## config.mk

```make
export PLATFORM = sky130hd
export DESIGN_NAME = mem_arbiter_unified
export DESIGN_NICKNAME = d
export VERILOG_FILES = /design/src/rtl/mem_arbiter_unified_pkg.sv /design/src/rtl/mem_timeout_cnt.sv /design/src/rtl/mem_arbiter_unified.sv
export SDC_FILE = /design/constraint.sdc
export NUM_CORES = 1
export LEC_CHECK = 0
export CAP_MARGIN = 40
export CORE_ASPECT_RATIO = 2
export CORE_MARGIN = 2
export CORE_UTILIZATION = 36
export CTS_CLUSTER_DIAMETER = 50
export DETAILED_ROUTE_END_ITERATION = 6
export PLACE_DENSITY = 0.82
export SYNTH_ARGS = -nofsm -noshare
export SYNTH_HDL_FRONTEND = slang
export SYNTH_SLANG_ARGS = --single-unit
```

## constraint.sdc

```tcl
create_clock -name clk -period 2.2 [get_ports clk]
set_input_delay 0.55 -clock clk [delete_from_list [all_inputs] [get_ports clk]]
set_output_delay 0.55 -clock clk [all_outputs]
set_load 0.05 [all_outputs]
```

## src/rtl/mem_arbiter_unified_pkg.sv

```systemverilog
// Shared types and constants for the unified memory arbiter.
// Latency: n/a (package only).
// Backpressure: n/a (package only).
package mem_arbiter_unified_pkg;

    // Arbiter FSM encoding
    typedef enum logic [1:0] {
        ST_IDLE = 2'd0,
        ST_DATA = 2'd1,
        ST_INST = 2'd2,
        ST_RESP = 2'd3
    } arb_state_t;

    // Read data returned when an access is force-completed by the timeout
    localparam logic TMO_RDATA_BIT = 1'b0;

    // Default widths and behaviour
    localparam int DEF_ADDR_W      = 32;
    localparam int DEF_DATA_W      = 32;
    localparam int DEF_TIMEOUT_CYC = 255;
    localparam int DEF_DATA_FIRST  = 1;

    // Counter width able to hold 0 .. limit-1
    function automatic int cnt_width(input int limit);
        return (limit > 1) ? $clog2(limit) : 1;
    endfunction

endpackage

```

## src/rtl/mem_timeout_cnt.sv

```systemverilog
// Wait-cycle counter that flags expiry after LIMIT enabled cycles; LIMIT=0 never expires.
// Latency: expired is combinational in the LIMIT-th consecutive enabled cycle.
// Backpressure: none; clr has priority over en.
module mem_timeout_cnt
    import mem_arbiter_unified_pkg::*;
#(
    parameter int LIMIT = DEF_TIMEOUT_CYC
) (
    input  logic clk,
    input  logic rst,
    input  logic clr,
    input  logic en,
    output logic expired
);

    generate
        if (LIMIT > 0) begin : g_cnt
            localparam int CNT_W = cnt_width(LIMIT);
            localparam logic [CNT_W-1:0] LAST = CNT_W'(LIMIT - 1);

            logic [CNT_W-1:0] cnt;

            // Count enabled cycles, restart on clear
            always_ff @(posedge clk or negedge rst) begin
                if (!rst) begin
                    cnt <= '0;
                end else if (clr) begin
                    cnt <= '0;
                end else if (en) begin
                    cnt <= cnt + 1'b1;
                end
            end

            // The cycle that would be the LIMIT-th wait cycle is the expiry cycle
            assign expired = en && (cnt == LAST);
        end else begin : g_off
            assign expired = 1'b0;
        end
    endgenerate

endmodule

```

## src/rtl/mem_arbiter_unified.sv

```systemverilog
// Serialises core fetch and data accesses onto one req/ack memory port, with timeout.
// Latency: 1 IDLE cycle + wait cycles per access + 1 RESP cycle; back-to-back accesses share no gap.
// Backpressure: stalls the core via stallreq_o; mem_req_o is held until mem_ack_i or timeout.
module mem_arbiter_unified
    import mem_arbiter_unified_pkg::*;
#(
    parameter int ADDR_W      = DEF_ADDR_W,
    parameter int DATA_W      = DEF_DATA_W,
    parameter int SEL_W       = DATA_W / 8,
    parameter int TIMEOUT_CYC = DEF_TIMEOUT_CYC,
    parameter int DATA_FIRST  = DEF_DATA_FIRST
) (
    input  logic              clk,
    input  logic              rst,
    // core fetch side
    input  logic              rom_ce_i,
    input  logic [ADDR_W-1:0] rom_addr_i,
    output logic [DATA_W-1:0] rom_data_o,
    // core data side
    input  logic              ram_ce_i,
    input  logic              ram_we_i,
    input  logic [ADDR_W-1:0] ram_addr_i,
    input  logic [SEL_W-1:0]  ram_sel_i,
    input  logic [DATA_W-1:0] ram_data_i,
    output logic [DATA_W-1:0] ram_data_o,
    // pipeline control
    output logic              stallreq_o,
    output logic              bus_err_o,
    // memory port
    output logic              mem_req_o,
    output logic              mem_we_o,
    output logic [ADDR_W-1:0] mem_addr_o,
    output logic [SEL_W-1:0]  mem_sel_o,
    output logic [DATA_W-1:0] mem_wdata_o,
    input  logic [DATA_W-1:0] mem_rdata_i,
    input  logic              mem_ack_i
);

    localparam bit DATA_PRIO = (DATA_FIRST != 0);

    arb_state_t        state_q;
    arb_state_t        state_d;
    logic              data_pend_q;
    logic              inst_pend_q;
    logic              data_done_q;
    logic              inst_done_q;
    logic              busy;
    logic              tmo_exp;
    logic              cmpl;
    logic [DATA_W-1:0] rd_val;

    assign busy   = (state_q == ST_DATA) || (state_q == ST_INST);
    // A timeout completes the access exactly like an ack, but with fixed read data
    assign cmpl   = busy && (mem_ack_i || tmo_exp);
    assign rd_val = mem_ack_i ? mem_rdata_i : {DATA_W{TMO_RDATA_BIT}};

    mem_timeout_cnt #(
        .LIMIT (TIMEOUT_CYC)
    ) u_tmo (
        .clk     (clk),
        .rst     (rst),
        .clr     (cmpl || !busy),
        .en      (busy),
        .expired (tmo_exp)
    );

    // State register; reset aborts any access in flight
    always_ff @(posedge clk or negedge rst) begin
        if (!rst) begin
            state_q <= ST_IDLE;
        end else begin
            state_q <= state_d;
        end
    end

    // Next state: requests are latched in IDLE; late rises are ignored until the next IDLE
    always_comb begin
        state_d = state_q;
        case (state_q)
            ST_IDLE: begin
                if (ram_ce_i && (DATA_PRIO || !rom_ce_i)) begin
                    state_d = ST_DATA;
                end else if (rom_ce_i) begin
                    state_d = ST_INST;
                end
            end
            ST_DATA: begin
                if (cmpl) begin
                    state_d = (inst_pend_q && rom_ce_i && !inst_done_q) ? ST_INST : ST_RESP;
                end
            end
            ST_INST: begin
                if (cmpl) begin
                    state_d = (data_pend_q && ram_ce_i && !data_done_q) ? ST_DATA : ST_RESP;
                end
            end
            ST_RESP: begin
                state_d = ST_IDLE;
            end
            default: begin
                state_d = ST_IDLE;
            end
        endcase
    end

    // Outputs: memory port mirrors the selected core inputs; stall is killed by reset at once
    always_comb begin
        mem_req_o   = 1'b0;
        mem_we_o    = 1'b0;
        mem_addr_o  = '0;
        mem_sel_o   = '0;
        mem_wdata_o = '0;
        stallreq_o  = 1'b0;
        bus_err_o   = 1'b0;
        case (state_q)
            ST_IDLE: begin
                stallreq_o = rom_ce_i || ram_ce_i;
            end
            ST_DATA: begin
                mem_req_o   = 1'b1;
                mem_we_o    = ram_we_i;
                mem_addr_o  = ram_addr_i;
                mem_sel_o   = ram_sel_i;
                mem_wdata_o = ram_data_i;
                stallreq_o  = 1'b1;
                bus_err_o   = tmo_exp && !mem_ack_i;
            end
            ST_INST: begin
                mem_req_o  = 1'b1;
                mem_addr_o = rom_addr_i;
                mem_sel_o  = '1;
                stallreq_o = 1'b1;
                bus_err_o  = tmo_exp && !mem_ack_i;
            end
            default: begin
                stallreq_o = 1'b0;
            end
        endcase
        stallreq_o = stallreq_o && rst;
    end

    // Request snapshot and done tracking for the current pipeline cycle
    always_ff @(posedge clk or negedge rst) begin
        if (!rst) begin
            data_pend_q <= 1'b0;
            inst_pend_q <= 1'b0;
            data_done_q <= 1'b0;
            inst_done_q <= 1'b0;
        end else begin
            case (state_q)
                ST_IDLE: begin
                    data_pend_q <= ram_ce_i;
                    inst_pend_q <= rom_ce_i;
                end
                ST_DATA: begin
                    if (cmpl) begin
                        data_done_q <= 1'b1;
                    end
                end
                ST_INST: begin
                    if (cmpl) begin
                        inst_done_q <= 1'b1;
                    end
                end
                default: begin
                    data_pend_q <= 1'b0;
                    inst_pend_q <= 1'b0;
                    data_done_q <= 1'b0;
                    inst_done_q <= 1'b0;
                end
            endcase
        end
    end

    // Result registers; a flushed (ce dropped) access or a write leaves them untouched
    always_ff @(posedge clk or negedge rst) begin
        if (!rst) begin
            rom_data_o <= '0;
            ram_data_o <= '0;
        end else if (cmpl) begin
            if (state_q == ST_DATA && ram_ce_i && !ram_we_i) begin
                ram_data_o <= rd_val;
            end
            if (state_q == ST_INST && rom_ce_i) begin
                rom_data_o <= rd_val;
            end
        end
    end

endmodule

```

After elaboration in Yosys (flattened, before gate mapping)
Cells that the tools add are included.
- bits in registers: 78
- output and inout port bits: 136
- word-level logic and storage cells: 70
- $add $sub $neg: 1
- eq/ne operators: 7
- multiplexer cells: 22
- bitwise gates (word level): 2
- reduce and logical (&&, ||, !) cells: 30
- operators by type and width (kind ; count):
    32-bit 2-to-1 mux ; 2
    32-bit case mux with 2 select lines ; 1
    8-bit 2-to-1 mux ; 2
    1-bit logical AND ; 11
    2-bit 2-to-1 mux ; 5
    1-bit case mux with 2 select lines ; 5
    8-bit by 1-bit adder with 8-bit output, second input constant ; 1
    8-bit == test, second input constant ; 1
    2-bit case mux with 4 select lines ; 1
    4-bit case mux with 2 select lines ; 1
    2-bit AND reduction ; 4
    2-bit OR reduction ; 3
    1-bit logical NOT ; 5
    1-bit 2-to-1 mux ; 5
    2-bit == test, second input constant ; 2
    1-bit logical OR ; 4
    2-bit inequality test, second input constant ; 2
    3-bit inequality test, second input constant ; 1
    3-bit AND reduction ; 1
    2-bit by 1-bit == test with 1-bit output, second input constant ; 1
    2-bit logical NOT ; 1
    1-bit NOT ; 2
    2-bit nonzero test ; 1

Logic depth before layout (Yosys ltp)
- depth in word-level cells: 7
- gate-level depth with buffers: 8

Hierarchy
A second synthesis with hierarchy kept.
- cells, all modules: 412
- area total of the unflattened synthesis: 4171.5 µm²
- modules (own cells, without submodules) (module ; instances ; cells an instance ; area each (µm²) ; sequential area each (µm²)):
    mem_arbiter_unified ; 1 ; 371 ; 3759.9 ; 1751.7
    mem_timeout_cnt ; 1 ; 41 ; 411.6 ; 200.2

Least setup slack after synthesis
Ideal clock, no wire load.
- path type: flip-flop to output port
- start point: register state_q[0]
- end point: output port stallreq_o
- arrival time: 2.441 ns
- setup slack: -0.791 ns
- stages on the path, launching flop included: 6
- path through: dfrtp_1 -> inv_1 -> ha_1 -> buf_6 -> a21oi_1 -> nor3b_1
- cells in the longest elaborated chain, start to end: 4
- elaborated cells on any way between the ends: 6
- classes of those cells: eq/ne: 2; mux: 1; reduce/logical: 3
- RTL lines (what ; line ; source):
    start: declaration ; mem_arbiter_unified.sv:41 ; arb_state_t state_q;
    start signal: assignment ; mem_arbiter_unified.sv:72 ; state_q <= state_d;
    2-bit by 1-bit == test with 1-bit output / 2-bit == test (equally long branches) ; mem_arbiter_unified.sv:115 ; case (state_q)
    2-bit OR reduction (no line) ; n/a ;
    1-bit case mux with 2 select lines (*) ; mem_arbiter_unified.sv:115 ;
    1-bit logical AND (*) ; mem_arbiter_unified.sv:139 ; stallreq_o = stallreq_o && rst;
    end: declaration ; mem_arbiter_unified.sv:27 ; output logic stallreq_o,
Every way passes the cells marked *; elsewhere a longest branch is shown, timed or not.

Worst setup path in the final report
- start point: register state_q[0]
- end point: output port mem_addr_o[2]
- cells in the longest elaborated chain, start to end: 2
- elaborated cells on any way between the ends: 3
- classes of those cells: eq/ne: 2; mux: 1
- RTL lines (what ; line ; source):
    2-bit == test / 2-bit by 1-bit == test with 1-bit output (equally long branches) ; mem_arbiter_unified.sv:115 ;
    32-bit case mux with 2 select lines (*) ; mem_arbiter_unified.sv:115 ;
    end: declaration ; mem_arbiter_unified.sv:32 ; output logic [ADDR_W-1:0] mem_addr_o,
Marked as above.

==> flow_summary.rst <==
.. list-table::
   :header-rows: 1

   * - Metric
     - Value
   * - Peak VDD IR
     - 1.524 mV
   * - Worst path max stage delay
     - 370 ps
   * - Pin count of the biggest net entering global routing
     - 55
   * - Post-layout net count
     - 781
   * - Predominant post-synthesis flop cell
     - sky130_fd_sc_hd__dfrtp_1
   * - Worst setup path startpoint
     - state_q[0]
   * - Worst min path class
     - input pin to asynchronous set/reset pin
   * - Arrival time worst endpoint
     - 1820 ps
   * - Share of synthesized area occupied by flip-flops and latches
     - 48.90%
   * - Synthesized area per cell
     - 11.21 µm²
   * - Cell count after synthesis
     - 356
   * - Share of the clock period used by the worst path after layout
     - 107.6%
   * - Post-route worst hold slack
     - 282.0 ps
   * - Share of flip-flops with an asynchronous set or reset
     - 100.0%
   * - Worst reg2reg endpoint
     - rom_data_o[17]
   * - Clock-pin slew on the worst setup and hold paths
     - 60 ps
   * - Leak
     - 3.641 nW
   * - Outcome
     - finished, violations left
   * - Post-route antenna net violation count
     - 0
   * - DR pass1 iterations
     - 4
   * - Kind of end point of the critical path
     - output port
   * - Worst Tran Pin Value
     - 564.7 ps
   * - Most frequent CP cell
     - sky130_fd_sc_hd__buf_12
   * - Layout Utilization
     - 81.49%
   * - Max-capacitance violation count
     - 0
   * - Cell type group with the largest total delay on the critical path
     - buffers and inverters
   * - Initial core utilization
     - 36.69%
   * - Port bufs
     - 273
   * - Detailed placer's ending HPWL
     - 11.44 mm
   * - CTS hold repair buffers
     - 0
   * - Detail-routed net length per standard cell
     - 22.26 µm
   * - Proportion of layout cells with a drive suffix above 1
     - 36.19%
   * - Number of primary I/O pins
     - 274
   * - Number of buffers created by CTS
     - 9
   * - Clock insertion delay at the later pin of the skew report
     - 340 ps
   * - Mapped Nets
     - 501
   * - Number of enable-type register cells in the synthesized netlist
     - 0
   * - Aggregate routed wire length
     - 17.38 mm
   * - Die height
     - 152.9 µm
   * - Depth of the most critical reg-to-reg path
     - 8
   * - Setup crit start kind
     - flip-flop
   * - Count of yosys warnings during synthesis
     - 0
   * - Final-layout fill cell count
     - 572
   * - Dpl ws
     - -136.3 ps
   * - Area of the die
     - 12000 µm²
   * - Standard cell with the maximum stage delay on the critical path
     - sky130_fd_sc_hd__dfrtp_1
   * - TritonCTS clock tree
     - yes
   * - Class of the most critical setup path
     - flip-flop to output port
   * - Global-route wire length before repair
     - 26.24 mm
   * - Power per Cell Area
     - 1905 nW/µm²
   * - Clock root cell
     - sky130_fd_sc_hd__clkbuf_16
   * - CP required
     - 1650 ps
   * - Min cycle time layout
     - 2367 ps
   * - Initial antenna violation count
     - 0
   * - Reg-to-reg slack, setup
     - 110 ps
   * - Peak fanout along the critical path
     - 9
   * - Worst clock skew
     - 6.288 ps
   * - Total design power
     - 16.89 mW
   * - Max Buffers Root-to-Sink
     - 2
   * - 1st-iter DRT viols
     - 155
   * - Cells traversed along the worst timing path
     - inv_2 > buf_12 > ha_4 > buf_12 > a22oi_1 > nor2b_4 > buf_12
   * - Highest clock rate
     - 422.6 MHz
   * - Antenna fix cells
     - 0
   * - Violations in the final reports
     - setup timing
   * - Relative area change from synthesis to final layout
     - 122.1%
   * - Worst path bufs/invs
     - 4
   * - Width of the die
     - 78.46 µm
   * - Worst max-slew margin expressed relative to the limit
     - 62.24%
   * - Total congestion overflow
     - 0
   * - Count of unresolved DRC violations after routing
     - 0
   * - Setup repair after global routing missed its margin
     - true
   * - Placer Congestion
     - 0.7936
   * - Fin. Hold Viols
     - 0
   * - Setup-failing EPs final
     - 55
   * - Max Slew Vio Count
     - 0
   * - Origin of the critical flop-to-flop path
     - state_q[1]
   * - Placeable core region
     - 10880 µm²
   * - Synthesized area
     - 3991 µm²
   * - Via count of the first global-routing pass
     - 4773
   * - Vias/cell
     - 5.569
   * - Unique cell type count in the Yosys netlist
     - 36
   * - CTS HTree Levels
     - 3
   * - Std cell rows
     - 54
   * - Total Routing Usage GR
     - 28.09%
   * - PnR worst setup slack
     - -166.6 ps
   * - Routed vias
     - 4349
   * - Yosys reg bits
     - 78
   * - Sink Count
     - 78
## kinds of logic after synthesis
group                    Yosys count  synth area share (%)
AO/OA/AOI/OAI                    117                 25.52
AND/OR/NAND/NOR                  103                 16.14
flip-flops                        78                 48.90
buffers and inverters             45                 5.831
adder cells (fa/ha/maj)            7                 2.194
XOR/XNOR                           4                0.8779
multiplexers                       2                0.5329
## state kept, by name, summed over array words and instances (netlist names)
signal / flops
data_done_q: 1
inst_done_q: 1
data_pend_q: 1
state_q: 2
inst_pend_q: 1
rom_data_o: 32
ram_data_o: 32
u_tmo.g_cnt.cnt: 8
## worst reg2reg max path: stages (launching register included)
cell                      delay (ps)
sky130_fd_sc_hd__dfrtp_1         380
sky130_fd_sc_hd__inv_2            90
sky130_fd_sc_hd__ha_4            310
sky130_fd_sc_hd__buf_12          110
sky130_fd_sc_hd__nand4_4          90
sky130_fd_sc_hd__buf_4           180
sky130_fd_sc_hd__o21ai_4         300
sky130_fd_sc_hd__nand2_8         230
sky130_fd_sc_hd__a32o_1          290
## worst max-delay path by stage
stage                     end  slack (ps)  depth (start not counted)
6_report        mem_addr_o[2]        -170                          7
4_1_cts        mem_addr_o[15]        -140                          7
2_1_floorplan   mem_addr_o[0]          10                          5
3_3_place_gp       stallreq_o         -90                          5
3_5_place_dp       stallreq_o        -140                          5
5_1_grt         mem_addr_o[2]        -210                          6
## placed cells by master (no fill, tap or decap), drive strengths merged, types with 2 or more instances in the layout
| master | netlist | layout |
|---|---|---|
| nor3 | 2 | 2 |
| and3 | 2 | 2 |
| a21oi | 8 | 8 |
| clkdlybuf4s50 | 0 | 199 |
| inv | 6 | 7 |
| nand4 | 2 | 2 |
| clkbuf | 20 | 13 |
| a32o | 64 | 64 |
| nor2 | 10 | 10 |
| a22oi | 32 | 32 |
| dfrtp | 78 | 78 |
| nand3 | 3 | 3 |
| xor2 | 3 | 3 |
| buf | 19 | 104 |
| o21ai | 7 | 7 |
| bufinv | 0 | 4 |
| or3 | 2 | 2 |
| nor2b | 36 | 36 |
| nand2 | 9 | 9 |
| ha | 7 | 7 |
| and2 | 33 | 33 |
## metrics by stage
stage,TNS [ps],std cells,instance area [µm²]
after floorplan,0,356,4298
after global placement,-92.84,746,7890
after detailed placement,-136.3,747,7918
after CTS,-3200,775,8631
after global routing,-7021,781,8865
final,-3781,781,8865
## synth_stat cells (2+ instances only)
master	instances	area share (%)
sky130_fd_sc_hd__nor2b_1	36	5.6
sky130_fd_sc_hd__buf_2	9	1.1
sky130_fd_sc_hd__nand4_4	2	1.1
sky130_fd_sc_hd__nand3_1	3	0.38
sky130_fd_sc_hd__nor2_1	10	0.94
sky130_fd_sc_hd__o21ai_0	6	0.75
sky130_fd_sc_hd__nor3_1	2	0.25
sky130_fd_sc_hd__a22oi_1	32	6.0
sky130_fd_sc_hd__inv_1	6	0.56
sky130_fd_sc_hd__and3_2	2	0.38
sky130_fd_sc_hd__ha_1	7	2.2
sky130_fd_sc_hd__clkbuf_1	20	1.9
sky130_fd_sc_hd__buf_1	3	0.28
sky130_fd_sc_hd__xor2_1	3	0.66
sky130_fd_sc_hd__dfrtp_1	78	49
sky130_fd_sc_hd__a21oi_1	8	1.0
sky130_fd_sc_hd__nand2_1	7	0.66
sky130_fd_sc_hd__and2_1	33	5.2
sky130_fd_sc_hd__nand2_4	2	0.56
sky130_fd_sc_hd__a32o_1	64	16
sky130_fd_sc_hd__buf_6	7	2.0
sky130_fd_sc_hd__or3_1	2	0.31
## where the power goes
part           switching, mW  total [mW]  internal [mW]
registers              0.396        2.44           2.04
clock network          0.626        1.86           1.23
logic                   6.69        12.6           5.90
total                   7.71        16.9           9.18
## metal layers
layer / routed length [µm] / global-route usage (%) / up-vias
met4: 399 / 8.605 / 0
met3: 1467 / 9.150 / 31
met2: 9774 / 52.38 / 250
met1: 5741 / 29.14 / 2155
met5: 0 / 0 / -
li1: - / - / 1913
## final cells by class
class	instances	area, µm²	area share, %
clock buffers	9	225.2	2.541
clock inverters	7	145.1	1.637
repair buffers	308	3974	44.83
flip-flops and latches	78	1952	22.02
inverters	6	22.52	0.2541
multi-input cells	233	2371	26.75
well taps	140	175.2	1.976
## repair_timing
item,4_1_cts,5_1_grt
endpoints found under the setup margin,71,56
buffers inserted,9,2
cloned,3,4
resized for setup,32,35
pin swaps,1,7
Power figures use the tool's default switching activity.
